--- src/rtl/io_responder_pkg.sv ---
// Shared I/O word map and decode helper for the 0x8000_00xx responder region.
// The memory controller imports this package, so both sides agree on the offsets.
package io_responder_pkg;

   localparam logic [7:0] IO_STATUS  = 8'h00;
   localparam logic [7:0] IO_RX_DATA = 8'h04;
   localparam logic [7:0] IO_TX_DATA = 8'h08;
   localparam logic [7:0] IO_CYCLE   = 8'h10;
   localparam logic [7:0] IO_INSTRET = 8'h14;
   localparam logic [7:0] IO_CNT_CLR = 8'h18;

   typedef enum logic [2:0] {
      REG_NONE,
      REG_STATUS,
      REG_RX_DATA,
      REG_TX_DATA,
      REG_CYCLE,
      REG_INSTRET,
      REG_CNT_CLR
   } io_reg_e;

   // Word index is the zero-extended addr[ADDR_LSB-1:2]; byte lane bits never reach here.
   function automatic io_reg_e decode_word(input logic [29:0] word_idx);
      case (word_idx)
         30'(IO_STATUS  >> 2): return REG_STATUS;
         30'(IO_RX_DATA >> 2): return REG_RX_DATA;
         30'(IO_TX_DATA >> 2): return REG_TX_DATA;
         30'(IO_CYCLE   >> 2): return REG_CYCLE;
         30'(IO_INSTRET >> 2): return REG_INSTRET;
         30'(IO_CNT_CLR >> 2): return REG_CNT_CLR;
         default:              return REG_NONE;
      endcase
   endfunction

endpackage

--- src/rtl/io_byte_buffer.sv ---
// One-entry 8-bit buffer: push lands only when empty, pop empties only when full.
// The held byte survives a pop so a drained TX still shows its last value.
module io_byte_buffer (
   input  logic       Clock,
   input  logic       Reset,
   input  logic       push,
   input  logic [7:0] push_data,
   input  logic       pop,
   output logic       full,
   output logic [7:0] data
);

   // NOTE: sequential state uses non-blocking (<=) so every flop samples pre-edge values.
   always_ff @(posedge Clock) begin
      if (!Reset) begin
         full <= 1'b0;
         // NOTE: the data byte is reset too because it is architecturally visible after reset.
         data <= '0;
      end else if (push && !full) begin
         full <= 1'b1;
         data <= push_data;
      end else if (pop && full) begin
         full <= 1'b0;
      end
   end

endmodule

--- src/rtl/io_responder.sv ---
// Memory-mapped I/O responder: UART byte buffers, cycle/instret counters and a
// registered read word that lines up with synchronous dmem read data.
module io_responder
   import io_responder_pkg::*;
#(
   parameter int ADDR_LSB = 8
) (
   input  logic        Clock,
   input  logic        Reset,
   input  logic [31:0] addr,
   input  logic [3:0]  io_trans,
   input  logic        io_recv,
   input  logic        io_ena,
   input  logic [31:0] wr_data,
   input  logic        inst_retired,
   output logic [31:0] io_rd_data,
   output logic [7:0]  uart_tx_data,
   output logic        uart_tx_valid,
   input  logic        uart_tx_ready,
   input  logic [7:0]  uart_rx_data,
   input  logic        uart_rx_valid,
   output logic        uart_rx_ready
);

   io_reg_e     sel;
   logic        tx_push;
   logic        rx_pop;
   logic        cnt_clr;
   logic        tx_full;
   logic        rx_full;
   logic [7:0]  rx_byte;
   logic [31:0] cycle_cnt;
   logic [31:0] instret_cnt;
   logic [31:0] rd_next;

   assign sel = decode_word(30'(addr[ADDR_LSB-1:2]));

   // Side effects need io_ena; the read word itself is produced regardless.
   assign tx_push = io_ena && io_trans[0] && (sel == REG_TX_DATA);
   assign rx_pop  = io_ena && io_recv && (sel == REG_RX_DATA);
   assign cnt_clr = io_ena && (|io_trans) && (sel == REG_CNT_CLR);

   io_byte_buffer u_tx_buf (
      .Clock     (Clock),
      .Reset     (Reset),
      .push      (tx_push),
      .push_data (wr_data[7:0]),
      .pop       (uart_tx_ready),
      .full      (tx_full),
      .data      (uart_tx_data)
   );

   io_byte_buffer u_rx_buf (
      .Clock     (Clock),
      .Reset     (Reset),
      .push      (uart_rx_valid),
      .push_data (uart_rx_data),
      .pop       (rx_pop),
      .full      (rx_full),
      .data      (rx_byte)
   );

   // Masking with Reset keeps a pending byte from handshaking during the reset cycle.
   assign uart_tx_valid = tx_full && Reset;
   assign uart_rx_ready = !rx_full;

   always_ff @(posedge Clock) begin
      if (!Reset) begin
         cycle_cnt   <= '0;
         instret_cnt <= '0;
      end else if (cnt_clr) begin
         cycle_cnt   <= '0;
         instret_cnt <= '0;
      end else begin
         cycle_cnt <= cycle_cnt + 32'd1;
         if (inst_retired) instret_cnt <= instret_cnt + 32'd1;
      end
   end

   always_comb begin
      // NOTE: default first so no case path leaves rd_next unassigned (no latch).
      rd_next = '0;
      case (sel)
         REG_STATUS:  rd_next = {30'b0, rx_full, !tx_full};
         REG_RX_DATA: rd_next = {24'b0, rx_byte};
         REG_CYCLE:   rd_next = cycle_cnt;
         REG_INSTRET: rd_next = instret_cnt;
         default:     rd_next = '0;
      endcase
   end

   always_ff @(posedge Clock) begin
      if (!Reset) io_rd_data <= '0;
      else if (io_recv) io_rd_data <= rd_next;
   end

   logic unused_bits;
   assign unused_bits = ^{addr[31:ADDR_LSB], addr[1:0], wr_data[31:8]};

endmodule

--- config.mk ---
export PLATFORM = sky130hd
export DESIGN_NAME = io_responder
export DESIGN_NICKNAME = d
export VERILOG_FILES = /design/src/rtl/io_responder_pkg.sv /design/src/rtl/io_byte_buffer.sv /design/src/rtl/io_responder.sv
export SDC_FILE = /design/constraint.sdc
export NUM_CORES = 1
export LEC_CHECK = 0
export CORE_MARGIN = 2
export CORE_UTILIZATION = 30
export CTS_BUF_LIST = sky130_fd_sc_hd__clkbuf_8 sky130_fd_sc_hd__clkbuf_16
export DETAILED_ROUTE_END_ITERATION = 16
export HOLD_SLACK_MARGIN = 0.08
export PLACE_DENSITY = 0.55
export SLEW_MARGIN = 20
export SYNTH_ARGS = -nofsm -noshare
export SYNTH_HDL_FRONTEND = slang
export SYNTH_HIERARCHICAL = 1
export SYNTH_SLANG_ARGS = --single-unit
export TNS_END_PERCENT = 1
--- constraint.sdc ---
create_clock -name Clock -period 2.4 [get_ports Clock]
set_input_delay 0.48 -clock Clock [delete_from_list [all_inputs] [get_ports Clock]]
set_output_delay 0.48 -clock Clock [all_outputs]
set_load 0.02 [all_outputs]
== After elaboration in Yosys (flattened, before gate mapping) ==
Index checks and enable logic that the tools add are counted.

* Add/sub/neg operators: 2
* Eq/ne operators: 11
* Muxes and demuxes: 6
* Bitwise gates (word level): 1
* Reduce and logical (&&, ||, !) cells: 18

{| class="wikitable"
|+ Operator list
! kind !! count
|-
| $pmux W32 S4 || 1
|-
| $add A32 B1 Y32 const B || 2
|-
| $eq A6 B3 Y1 const B || 3
|-
| $pmux W3 S6 || 1
|-
| $logic_and A1 B1 Y1 || 11
|-
| $eq A3 B3 Y1 const B || 3
|-
| $eq A3 B2 Y1 const B || 2
|-
| $eq A6 B1 Y1 const B || 1
|-
| $eq A6 B2 Y1 const B || 1
|-
| $logic_not A6 Y1 || 1
|-
| $mux W1 || 4
|-
| $reduce_bool A2 Y1 || 2
|-
| $reduce_or A4 Y1 || 1
|-
| $eq A3 B1 Y1 const B || 1
|-
| $logic_not A1 Y1 || 2
|-
| $reduce_or A2 Y1 || 1
|-
| $not A1 Y1 || 1
|}

* Flip-flop bits (word level): 114
* Input bits: 83
* Output and inout bits: 42
* Word-level logic and storage cells: 45

== Logic depth before layout (Yosys ltp) ==
Gate-level depths: netlist of run 1.

* Depth in word-level cells: 7
* Mapped depth: 7
* Depth with buffers taken out: 5

== Modules after synthesis ==
The synthesis of run 1 kept the hierarchy.

{| class="wikitable"
|+ By module, submodules not included
! module !! instances !! cells each !! area an instance (sq um) !! seq. area each (sq um)
|-
| io_responder || 1 || 591 || 4,822.1 || 1,921.8
|-
| io_byte_buffer || 2 || 39 || 379.1 || 180.2
|}

== Least setup slack after synthesis of run 1 ==
No wires, ideal clock.

* Path type: flip-flop to flip-flop
* Start: register cycle_cnt[0]
* End: register cycle_cnt[22]
* Setup time: 0.070 ns
* Arrival time: 1.937 ns
* Required time: 2.330 ns
* Setup slack: 0.393 ns
* Cell stages (with the launch flop): 7
* Buffers on the path: 1
* Clock period less this slack: 2.007 ns
* Path through: dfxtp_1 -> ha_1 -> nand2_4 -> or4_1 -> buf_2 -> or4_1 -> a21oi_1

* Cells in the longest elaborated chain, start to end: 1

{| class="wikitable"
|+ Ends and longest elaborated chain
! item !! RTL line !! text
|-
| start, declared || io_responder.sv:32 || <nowiki>logic [31:0] cycle_cnt;</nowiki>
|-
| start signal, assigned || io_responder.sv:75 || <nowiki>cycle_cnt <= cycle_cnt + 32'd1;</nowiki>
|-
| $add A32 B1 Y32 || io_responder.sv:75 ||
|}

Every way passes these cells.
A chain may end at the register's enable or synchronous reset.

== Worst setup path in the final report of run 1 ==
Same ends and word-level chain as after synthesis.

==> reports/metrics.csv, run 1 <==
metric,value,unit
outcome,"finished, final reports clean",
total grt overflow,0,
top cell type's share of synthesized area,40.9,%
Rel. slew slack,64.5,%
Boundary Pins,125,
most frequent cells in the layout,"dfxtp_1, nand3_1, clkdlybuf4s50_1",
Synth async-reset ratio,0,%
actual slew at the worst max-slew pin,0.531,ns
largest net degree at the start of global routing,39,
"most common cell after layout, fill and taps aside",dfxtp_1,
Layout area overhead,30.2,%
ant diodes,0,
vias in the first global route,4960,
vias per cell,5.23,
first-pass GRT wire length,23800,um
Max-Cap Viols,0,
Mapped Cells,669,
"Slew Viols, Final",0,
Mapped Area,5580,sq um
# setup viols final,0,
clock sinks,114,
register clock-pin slew on the reported worst setup and hold paths,0.05,ns
unrepaired setup endpoints after global routing,false,
post-synthesis mux area share,5.07,%
number of detailed-route iterations in the first pass,5,
Initial Util,30.9,%
ANT nets after route,0,
"Seq/Total Area, Yosys",40.9,%
Max rail drop VDD,0.514,mV
DR WL/cell,14.8,um
Achievable Freq,0.457,GHz
dpl hpwl,10100,um
adder-cell share of the synthesized area,0.448,%
Synth Area in XOR/XNOR,3.45,%
GRT Util Overall,14.9,%
Setup TNS,0,ns
design area,7260,sq um
cell area power density,646,nW/um^2
FP Rows,49,
total wire length,14600,um
Area contributors post-synth,"dfxtp_1, nand3_1, a21oi_1, a21o_1, or4_1",
htree depth,4,
crit path time final,2.19,ns
GP Congestion,0.779,
die area,19700,sq um
synth unique cells,48,
initial antenna violation count,0,
Post-Synth Simple-Gate Area,29.0,%
Worst Path Max Fanout,17,
Worst-Skew Late Latency,0.42,ns
Die Y,140,um
Longest Clk Path Bufs,2,
DRC Markers,0,
Root Buffer,clkbuf_16,
R2R Setup Slk,0.21,ns
CTS tree,done,
nets@finish,831,
total of warnings raised by yosys,6,
crit end category,flop,
Worst EP required,2.74,ns
leakage,2.34,nW
Hold Crit Class,reg -> reg,
Hold Slack,0.457,ns
CP Class,reg -> reg,
CTS buffer count,17,
combinational family with the most area after synthesis,simple AND/OR/NAND/NOR gates,
placed cell areas,6670,sq um
Die Wd,140,um
Seq cells post-synth,114,
CP arrival,2.53,ns
Final Hold Vio Count,0,
"Core Util, Final",40.2,%
crit start category,flop,
Final Skew,0.00802,ns
detailed-route via count,5160,
DRT iter0 DRCs,284,
Syn Area/Cell,8.34,sq um
post-synth top area cell,dfxtp_1,
Final Cycle Share,91.2,%
"Setup Fix Bufs, Post-CTS",0,
Main synth FF type,dfxtp_1,
layout cells sized above 1,10.4,%
"EDFF count, synth",0,
# port buffers,74,
Syn Nets,754,
compound-cell area share of the yosys netlist,15.4,%
Core Region,18100,sq um
area by class of cell:
cell class | instances | area (sq um)
clock buffer | 23 | 508
clock inverter | 8 | 85.1
fill | 1789 | 10800
multi-input combinational | 487 | 2990
inverter | 16 | 60.1
tap | 229 | 287
timing repair buffer | 110 | 1050
sequential | 114 | 2280
cell usage after synthesis (all sizes together), types with 9 or more instances:
library cell and number:
dfxtp 114, nand3 85, a21oi 65, nand2 55, clkbuf 38, nor2 34, a21o 30, nand2b 30
or4 29, o31ai 23, mux2i 17, inv 16, o21ai 16, buf 14, nand4 14, xnor2 13
or3 11, mux2 10, xor2 9
path summary, 6_finish.rpt:
check / cells after the start / from / end
max: 6 / cycle_cnt[0] / cycle_cnt[22]
min: 2 / u_rx_buf/data[4] / u_rx_buf/data[4]
max reg2reg: 6 / cycle_cnt[0] / cycle_cnt[22]
min reg2reg: 2 / u_rx_buf/data[4] / u_rx_buf/data[4]
state kept, by name, summed over array words and instances (netlist names):
signal,cells
instret_cnt,32
u_rx_buf/full,1
io_rd_data,32
cycle_cnt,32
u_tx_buf/data,8
u_tx_buf/full,1
u_rx_buf/data,8
stage by stage:
step	cells	worst slack (ns)	total power, mW
final	987	0.211	4.69
after global routing	987	0.122	4.84
after CTS	987	0.128	4.73
after detailed placement	956	0.0596	2.21
after global placement	956	0.0932	2.20
after floorplan	669	0.393	2.09
cell families (layout without fill, tap and decap cells):
| group | Yosys count | in the layout |
|---|---|---|
| buffers and inverters | 68 | 157 |
| adders and majority gates | 2 | 2 |
| muxes | 27 | 27 |
| and+or+nand+nor | 296 | 296 |
| xor gates and xnor gates | 22 | 22 |
| DFF | 114 | 114 |
| AOI/OAI and AO/OA | 140 | 140 |
power breakdown:
group / internal, mW / switching, mW / leakage (nW)
combinational: 0.114 / 0.127 / 1.11
clock: 1.67 / 0.856 / 0.310
sequential: 1.91 / 0.0153 / 0.920
routing by layer:
| layer | part of all wire (%) | vias up | GRT usage, % |
|---|---|---|---|
| met1 | 45 | 2469 | 18.5 |
| met3 | 4.4 | 16 | 3.59 |
| met5 | 0 | - | 0 |
| met2 | 49 | 107 | 25.5 |
| met4 | 1.3 | 0 | 5.10 |
| li1 | - | 2568 | - |
worst max-delay path: stages (launching register included):
cell and delay [ns]:
dfxtp_1 0.38, ha_1 0.25, nand2_4 0.07, or4_1 0.51, buf_4 0.23, or4_1 0.53, a21oi_1 0.16
what timing repair did:
action / in CTS / in global routing
endpoints found under the setup margin: 0 / 1
hold endpoints to repair: 0 / 0
hold buffers: 0 / 0
gates resized for setup: 0 / 1
No activity file was read; power rests on OpenSTA's default activity.
==> run 2: changes to the inputs <==
--- a/config.mk
+++ b/config.mk
@@ -5,10 +5,10 @@
 export SDC_FILE = /design/constraint.sdc
 export NUM_CORES = 1
 export LEC_CHECK = 0
-export CORE_MARGIN = 2
 export CORE_UTILIZATION = 30
 export CTS_BUF_LIST = sky130_fd_sc_hd__clkbuf_8 sky130_fd_sc_hd__clkbuf_16
 export DETAILED_ROUTE_END_ITERATION = 16
+export GPL_TIMING_DRIVEN = 0
 export HOLD_SLACK_MARGIN = 0.08
 export PLACE_DENSITY = 0.55
 export SLEW_MARGIN = 20
==> run 2 against run 1 <==
  * The flow now finishes with violations (design-rule violations)
  * Critical endpoint is now instret_cnt[28]
  * Largest cell class unchanged
  * Clock-buffer cell count shrank 5
  * Non-clock buffer count increased by 16
  * First-iteration DRC count fell by 1.8%
  * Clock skew fell by 0.00058 ns
  * Routed wire length grew 5.8%
  * Clock power is 7% higher
  * Combinational power rose by 2%
==> reports/metrics.csv, run 2 (synthesis results as in run 1) <==
metric,value,unit,change
total wire length,15500,um,"was 14,600 um"
Hold Crit Class,reg -> reg,,unchanged
unrepaired setup endpoints after global routing,true,,was false
GP Congestion,0.764,,was 0.779
crit start category,flop,,unchanged
critical-path cell list,and3_1 > clkbuf_1 > nand4_1 > clkbuf_1 > clkbuf_1 > nor3_1 > mux2_1,,was ha_1 > nand2_4 > or4_1 > buf_4 > or4_1 > a21oi_1
ANT nets after route,0,,unchanged
CTS buffer count,17,,unchanged
Slowest cell on crit path,dfxtp_1,,was or4_1
"most used cell, CP",clkbuf_1,,was or4_1
Final Cycle Share,96.3,%,was 91.2%
Final Skew,0.00744,ns,was 0.00802 ns
# port buffers,74,,unchanged
Root Buffer,clkbuf_16,,unchanged
"Hold-fix buffers, CTS",0,,unchanged
failing checks,design-rule violations,,
largest registers,"cycle_cnt (32), instret_cnt (32), io_rd_data (32)",,unchanged
CP Class,reg -> reg,,unchanged
register clock-pin slew on the reported worst setup and hold paths,0.06,ns,was 0.05 ns
Rel. slew slack,58.4,%,was 64.5%
Worst Path Max Fanout,10,,was 17
R2R depth,7,,was 6
first-pass GRT wire length,25000,um,"was 23,800 um"
"Core Util, Final",40.1,%,was 40.2%
# setup viols final,0,,unchanged
vias in the first global route,4933,,"was 4,960"
Max-Cap Viols,0,,unchanged
Worst EP required,2.70,ns,was 2.74 ns
initial antenna violation count,0,,unchanged
outcome,finished with violations,,"was finished, final reports clean"
die area,19200,sq um,"was 19,700 sq um"
GRT Util Overall,16.4,%,was 14.9%
nets@finish,847,,was 831
design area,7260,sq um,about the same
Die Y,138,um,was 140 um
cell area power density,670,nW/um^2,was 646 nW/um^2
"slowest stage delay, CP",0.43,ns,was 0.53 ns
DRC Markers,12,,was 0
clock sinks,114,,unchanged
leakage,2.29,nW,was 2.34 nW
Worst-Skew Late Latency,0.42,ns,about the same
vias per cell,5.11,,was 5.23
Buf/Inv on CP,3,,was 1
reg-to-reg startpoint,instret_cnt[4],,was cycle_cnt[0]
actual slew at the worst max-slew pin,0.619,ns,was 0.531 ns
Final Hold Vio Count,0,,unchanged
number of detailed-route iterations in the first pass,11,,was 5
Initial Util,30.9,%,unchanged
Setup TNS,0,ns,unchanged
largest net degree at the start of global routing,17,,was 39
worst reg2reg endpoint,instret_cnt[28],,was cycle_cnt[22]
DRT iter0 DRCs,279,,was 284
Max rail drop VDD,0.493,mV,was 0.514 mV
total grt overflow,0,,unchanged
crit path launch,instret_cnt[4],,was cycle_cnt[0]
CP arrival,2.61,ns,was 2.53 ns
ant diodes,0,,unchanged
placed cell areas,6610,sq um,was 6670 sq um
dpl hpwl,10900,um,"was 10,100 um"
detailed-route via count,5134,,"was 5,160"
"most common cell after layout, fill and taps aside",dfxtp_1,,unchanged
R2R Setup Slk,0.09,ns,was 0.21 ns
CP endpoint,instret_cnt[28],,was cycle_cnt[22]
layout cells sized above 1,8.65,%,was 10.4%
CTS tree,done,,unchanged
WP depth,7,,was 6
crit path time final,2.31,ns,was 2.19 ns
Die Wd,138,um,was 140 um
Achievable Freq,0.432,GHz,was 0.457 GHz
Layout area overhead,30.0,%,was 30.2%
Boundary Pins,125,,unchanged
"Slew Viols, Final",0,,unchanged
Core Region,18100,sq um,unchanged
FP Rows,49,,unchanged
Top delay family on crit path,buffers and inverters,,was simple AND/OR/NAND/NOR gates
DR WL/cell,15.4,um,was 14.8 um
htree depth,4,,unchanged
Longest Clk Path Bufs,2,,unchanged
power consumption,4.86,mW,was 4.69 mW
crit end category,flop,,unchanged
most frequent cells in the layout,"dfxtp_1, nand3_1, clkdlybuf4s50_1",,unchanged
## run 2: changes by cell type in the layout (fill, tap and decap cells not counted), sizes merged
| cell | change |
|---|---|
| clkinv | +2 |
| clkdlybuf4s50 | -1 |
| clkbuf | +34 |
| buf | -23 |
| dlymetal6s2s | +1 |
| inv | -3 |
| clkinvlp | +5 |
| bufinv | +2 |
## run 2: what timing repair did
| item | 4_1_cts | 5_1_grt |
|---|---|---|
| setup endpoints to repair | 43 | 76 |
| gates resized for setup | 6 | 8 |
| setup buffers | 0 | 0 |
| hold endpoints to repair | 0 | 0 |
## run 2: how the worst min path moves through the flow
stage	from	end	slack (ns)	cells past startpoint
6_report	u_tx_buf/data[1]	u_tx_buf/data[1]	0.46	2
5_1_grt	u_rx_buf/data[5]	u_rx_buf/data[5]	0.47	2
4_1_cts	u_tx_buf/data[1]	u_tx_buf/data[1]	0.46	2
3_5_place_dp	u_tx_buf/data[1]	u_tx_buf/data[1]	0.45	2
3_3_place_gp	u_tx_buf/data[2]	u_tx_buf/data[2]	0.45	2
2_1_floorplan	cycle_cnt[0]	cycle_cnt[0]	0.43	1
## run 2: report_power, final
group	internal [mW]	switching, mW	leakage, nW
sequential	1.91	0.0168	0.920
clock	1.76	0.929	0.294
combinational	0.110	0.136	1.07
total	3.78	1.08	2.29
## run 2: metrics by stage
step | instances | setup slack (ns) | hold slack [ns]
2_1_floorplan | 669 | 0.393 | 0.430
3_3_place_gp | 972 | -0.527 | 0.446
3_5_place_dp | 972 | -0.559 | 0.455
4_1_cts | 1004 | 0.0120 | 0.462
5_1_grt | 1004 | -0.0930 | 0.473
6_report | 1004 | 0.0878 | 0.457
## run 2: per-layer routing
layer,vias up,share of wire [%],global-route usage (%)
met2,90,46,26.2
met1,2434,49,21.4
met3,13,4.0,4.16
li1,2597,-,-
met4,0,1.0,5.68
met5,-,0,0
## run 2: area by class of cell
| class | instances | area [sq um] |
|---|---|---|
| well taps | 229 | 287 |
| clock buffers | 18 | 439 |
| clock inverters | 14 | 186 |
| fillers | 1820 | 10800 |
| plain buffers | 52 | 272 |
| repair buffers | 74 | 743 |
| flip-flops and latches | 114 | 2280 |
| inverters | 16 | 60.1 |
| multi-input cells | 487 | 2990 |
## run 2: tightest hold or removal path: cells and delay by family, from the launching register on
kind,cells,cell delay [ns]
multiplexers,1,0.05
flip-flops,1,0.31
AND/OR/NAND/NOR,1,0.05
==> run 3: changes to the inputs <==
--- a/config.mk
+++ b/config.mk
@@ -8,7 +8,6 @@
 export CORE_UTILIZATION = 30
 export CTS_BUF_LIST = sky130_fd_sc_hd__clkbuf_8 sky130_fd_sc_hd__clkbuf_16
 export DETAILED_ROUTE_END_ITERATION = 16
-export GPL_TIMING_DRIVEN = 0
 export HOLD_SLACK_MARGIN = 0.08
 export PLACE_DENSITY = 0.55
 export SLEW_MARGIN = 20
==> run 3 against run 2 <==
  * Highest routed layer unchanged
  * Sequential power is essentially flat
  * Critical endpoint is now cycle_cnt[22]
  * Clock skew increased by 0.0012 ns
  * Routed wire length down 7.6%
  * Register-to-register slack improved by 0.09 ns
  * Critical path depth is 1 lower
  * Worst setup slack improved by 0.092 ns
  * First-iteration DRC count grew 37%
  * Largest cell class unchanged
  * Cell area decreased by 0.45%
  * The flow still finishes with violations (design-rule violations)
==> reports/metrics.csv, run 3 (synthesis results as in run 1) <==
metric,value,unit,change
Top delay family on crit path,simple AND/OR/NAND/NOR gates,,was buffers and inverters
Hold Crit Class,reg -> reg,,unchanged
Cell Int Power,3.58,mW,was 3.78 mW
first-pass GRT wire length,23600,um,"was 25,000 um"
Root Buffer,clkbuf_16,,unchanged
Achievable Freq,0.450,GHz,was 0.432 GHz
initial antenna violation count,0,,unchanged
layout cells sized above 1,10.2,%,was 8.65%
Final Cycle Share,92.5,%,was 96.3%
sequential power share,42.0,%,was 39.7%
vias per cell,5.14,,was 5.11
Final Hold Vio Count,0,,unchanged
Die Wd,138,um,unchanged
DRC Markers,12,,unchanged
Worst EP required,2.74,ns,was 2.70 ns
"slowest stage delay, CP",0.54,ns,was 0.43 ns
design area,7220,sq um,was 7260 sq um
"most used cell, CP",or4_1,,was clkbuf_1
crit start category,flop,,unchanged
Worst Path Max Fanout,17,,was 10
Slowest cell on crit path,or4_1,,was dfxtp_1
Final Skew,0.00863,ns,was 0.00744 ns
FP Rows,49,,unchanged
clock sinks,114,,unchanged
Layout area overhead,29.4,%,was 30.0%
ant diodes,0,,unchanged
die area,19200,sq um,unchanged
leakage,2.29,nW,about the same
CP arrival,2.56,ns,was 2.61 ns
outcome,finished with violations,,unchanged
largest net degree at the start of global routing,45,,was 17
"Setup Fix Bufs, Post-CTS",0,,unchanged
unrepaired setup endpoints after global routing,false,,was true
Clk pwr share,52.8,%,was 55.3%
vias in the first global route,4920,,"was 4,933"
CTS buffer count,17,,unchanged
number of detailed-route iterations in the first pass,11,,unchanged
failing checks,design-rule violations,,unchanged
cell area power density,636,nW/um^2,was 670 nW/um^2
crit path time final,2.22,ns,was 2.31 ns
GRT Util Overall,15.3,%,was 16.4%
HP Start,u_tx_buf/data[4],,was u_tx_buf/data[1]
CP Class,reg -> reg,,unchanged
fillcell total,1772,,"was 1,820"
CTS resizes,0,,was 6
ANT nets after route,0,,unchanged
GP Congestion,0.755,,was 0.764
"Hold-fix buffers, CTS",0,,unchanged
largest registers,"cycle_cnt (32), instret_cnt (32), io_rd_data (32)",,unchanged
Core Region,18100,sq um,unchanged
"most common cell after layout, fill and taps aside",dfxtp_1,,unchanged
Net Sw Power,1.01,mW,was 1.08 mW
crit end category,flop,,unchanged
htree depth,4,,unchanged
power consumption,4.60,mW,was 4.86 mW
most frequent cells in the layout,"dfxtp_1, nand3_1, clkdlybuf4s50_1",,unchanged
actual slew at the worst max-slew pin,0.538,ns,was 0.619 ns
nets@finish,826,,was 847
# setup viols final,0,,unchanged
CTS tree,done,,unchanged
"Slew Viols, Final",0,,unchanged
total grt overflow,0,,unchanged
placed cell areas,6660,sq um,was 6610 sq um
total wire length,14300,um,"was 15,500 um"
critical-path cell list,ha_1 > nand2_4 > or4_1 > buf_4 > or4_1 > a21oi_1,,was and3_1 > clkbuf_1 > nand4_1 > clkbuf_1 > clkbuf_1 > nor3_1 > mux2_1
Worst-Skew Late Latency,0.42,ns,about the same
Boundary Pins,125,,unchanged
Max-Cap Viols,0,,unchanged
Setup TNS,0,ns,unchanged
Comb pwr share,5.2,%,was 5.1%
Die Y,138,um,unchanged
register clock-pin slew on the reported worst setup and hold paths,0.06,ns,about the same
Initial Util,30.9,%,unchanged
DRT iter0 DRCs,383,,was 279
Rel. slew slack,64.0,%,was 58.4%
# port buffers,74,,unchanged
detailed-route via count,5046,,"was 5,134"
Sw Share,22.0,%,was 22.3%
Buf/Inv on CP,1,,was 3
Max rail drop VDD,0.487,mV,was 0.493 mV
DR WL/cell,14.6,um,was 15.4 um
crit path launch,cycle_cnt[1],,was instret_cnt[4]
Longest Clk Path Bufs,2,,unchanged
reg-to-reg startpoint,cycle_cnt[1],,was instret_cnt[4]
dpl hpwl,9730,um,"was 10,900 um"
## run 3: worst paths after layout
kind,end,slack [ns],depth (start not counted)
hold reg to reg,u_tx_buf/data[4],0.46,2
setup / recovery,cycle_cnt[22],0.18,6
setup reg to reg,cycle_cnt[22],0.18,6
hold / removal,u_tx_buf/data[4],0.46,2
## run 3: cell type report
type                            count  area, sq um  area share, %
Clock inverter                     12          115           1.59
Tap cell                          229          287           3.97
Multi-Input combinational cell    487         2990           41.4
Inverter                           16         60.1          0.831
Clock buffer                       19          453           6.27
Timing Repair Buffer              105         1040           14.3
Sequential cell                   114         2280           31.6
## run 3: power by group through the flow
stage	Clock, mW	Sequential, mW	Combinational (mW)
after global routing	2.57	1.93	0.263
after detailed placement	0	1.97	0.242
after CTS	2.49	1.93	0.244
final	2.43	1.93	0.240
after floorplan	0	1.96	0.130
after global placement	0	1.97	0.237
## run 3: worst register-to-register path: stages (launching register included)
cell and delay [ns]:
dfxtp_1 0.35, ha_1 0.27, nand2_4 0.07, or4_1 0.51, buf_4 0.23, or4_1 0.55, a21oi_1 0.16
## run 3: metal layers
layer / vias to the layer above / global-route usage [%] / routed length (um)
met2: 91 / 26.8 / 7030
met5: - / 0 / 0
met3: 12 / 4.16 / 595
met4: 0 / 4.61 / 125
li1: 2555 / - / -
met1: 2388 / 18.1 / 6540
## run 3: stage by stage
| stage | hold slack, ns | util (%) | worst slack (ns) | cells |
|---|---|---|---|---|
| 2_1_floorplan | 0.430 | - | 0.393 | 669 |
| 3_3_place_gp | 0.445 | 36.8 | 0.0771 | 951 |
| 3_5_place_dp | 0.454 | 36.8 | 0.0316 | 951 |
| 4_1_cts | 0.463 | 39.9 | 0.185 | 982 |
| 5_1_grt | 0.479 | 39.9 | 0.0918 | 982 |
| 6_report | 0.461 | 39.9 | 0.180 | 982 |
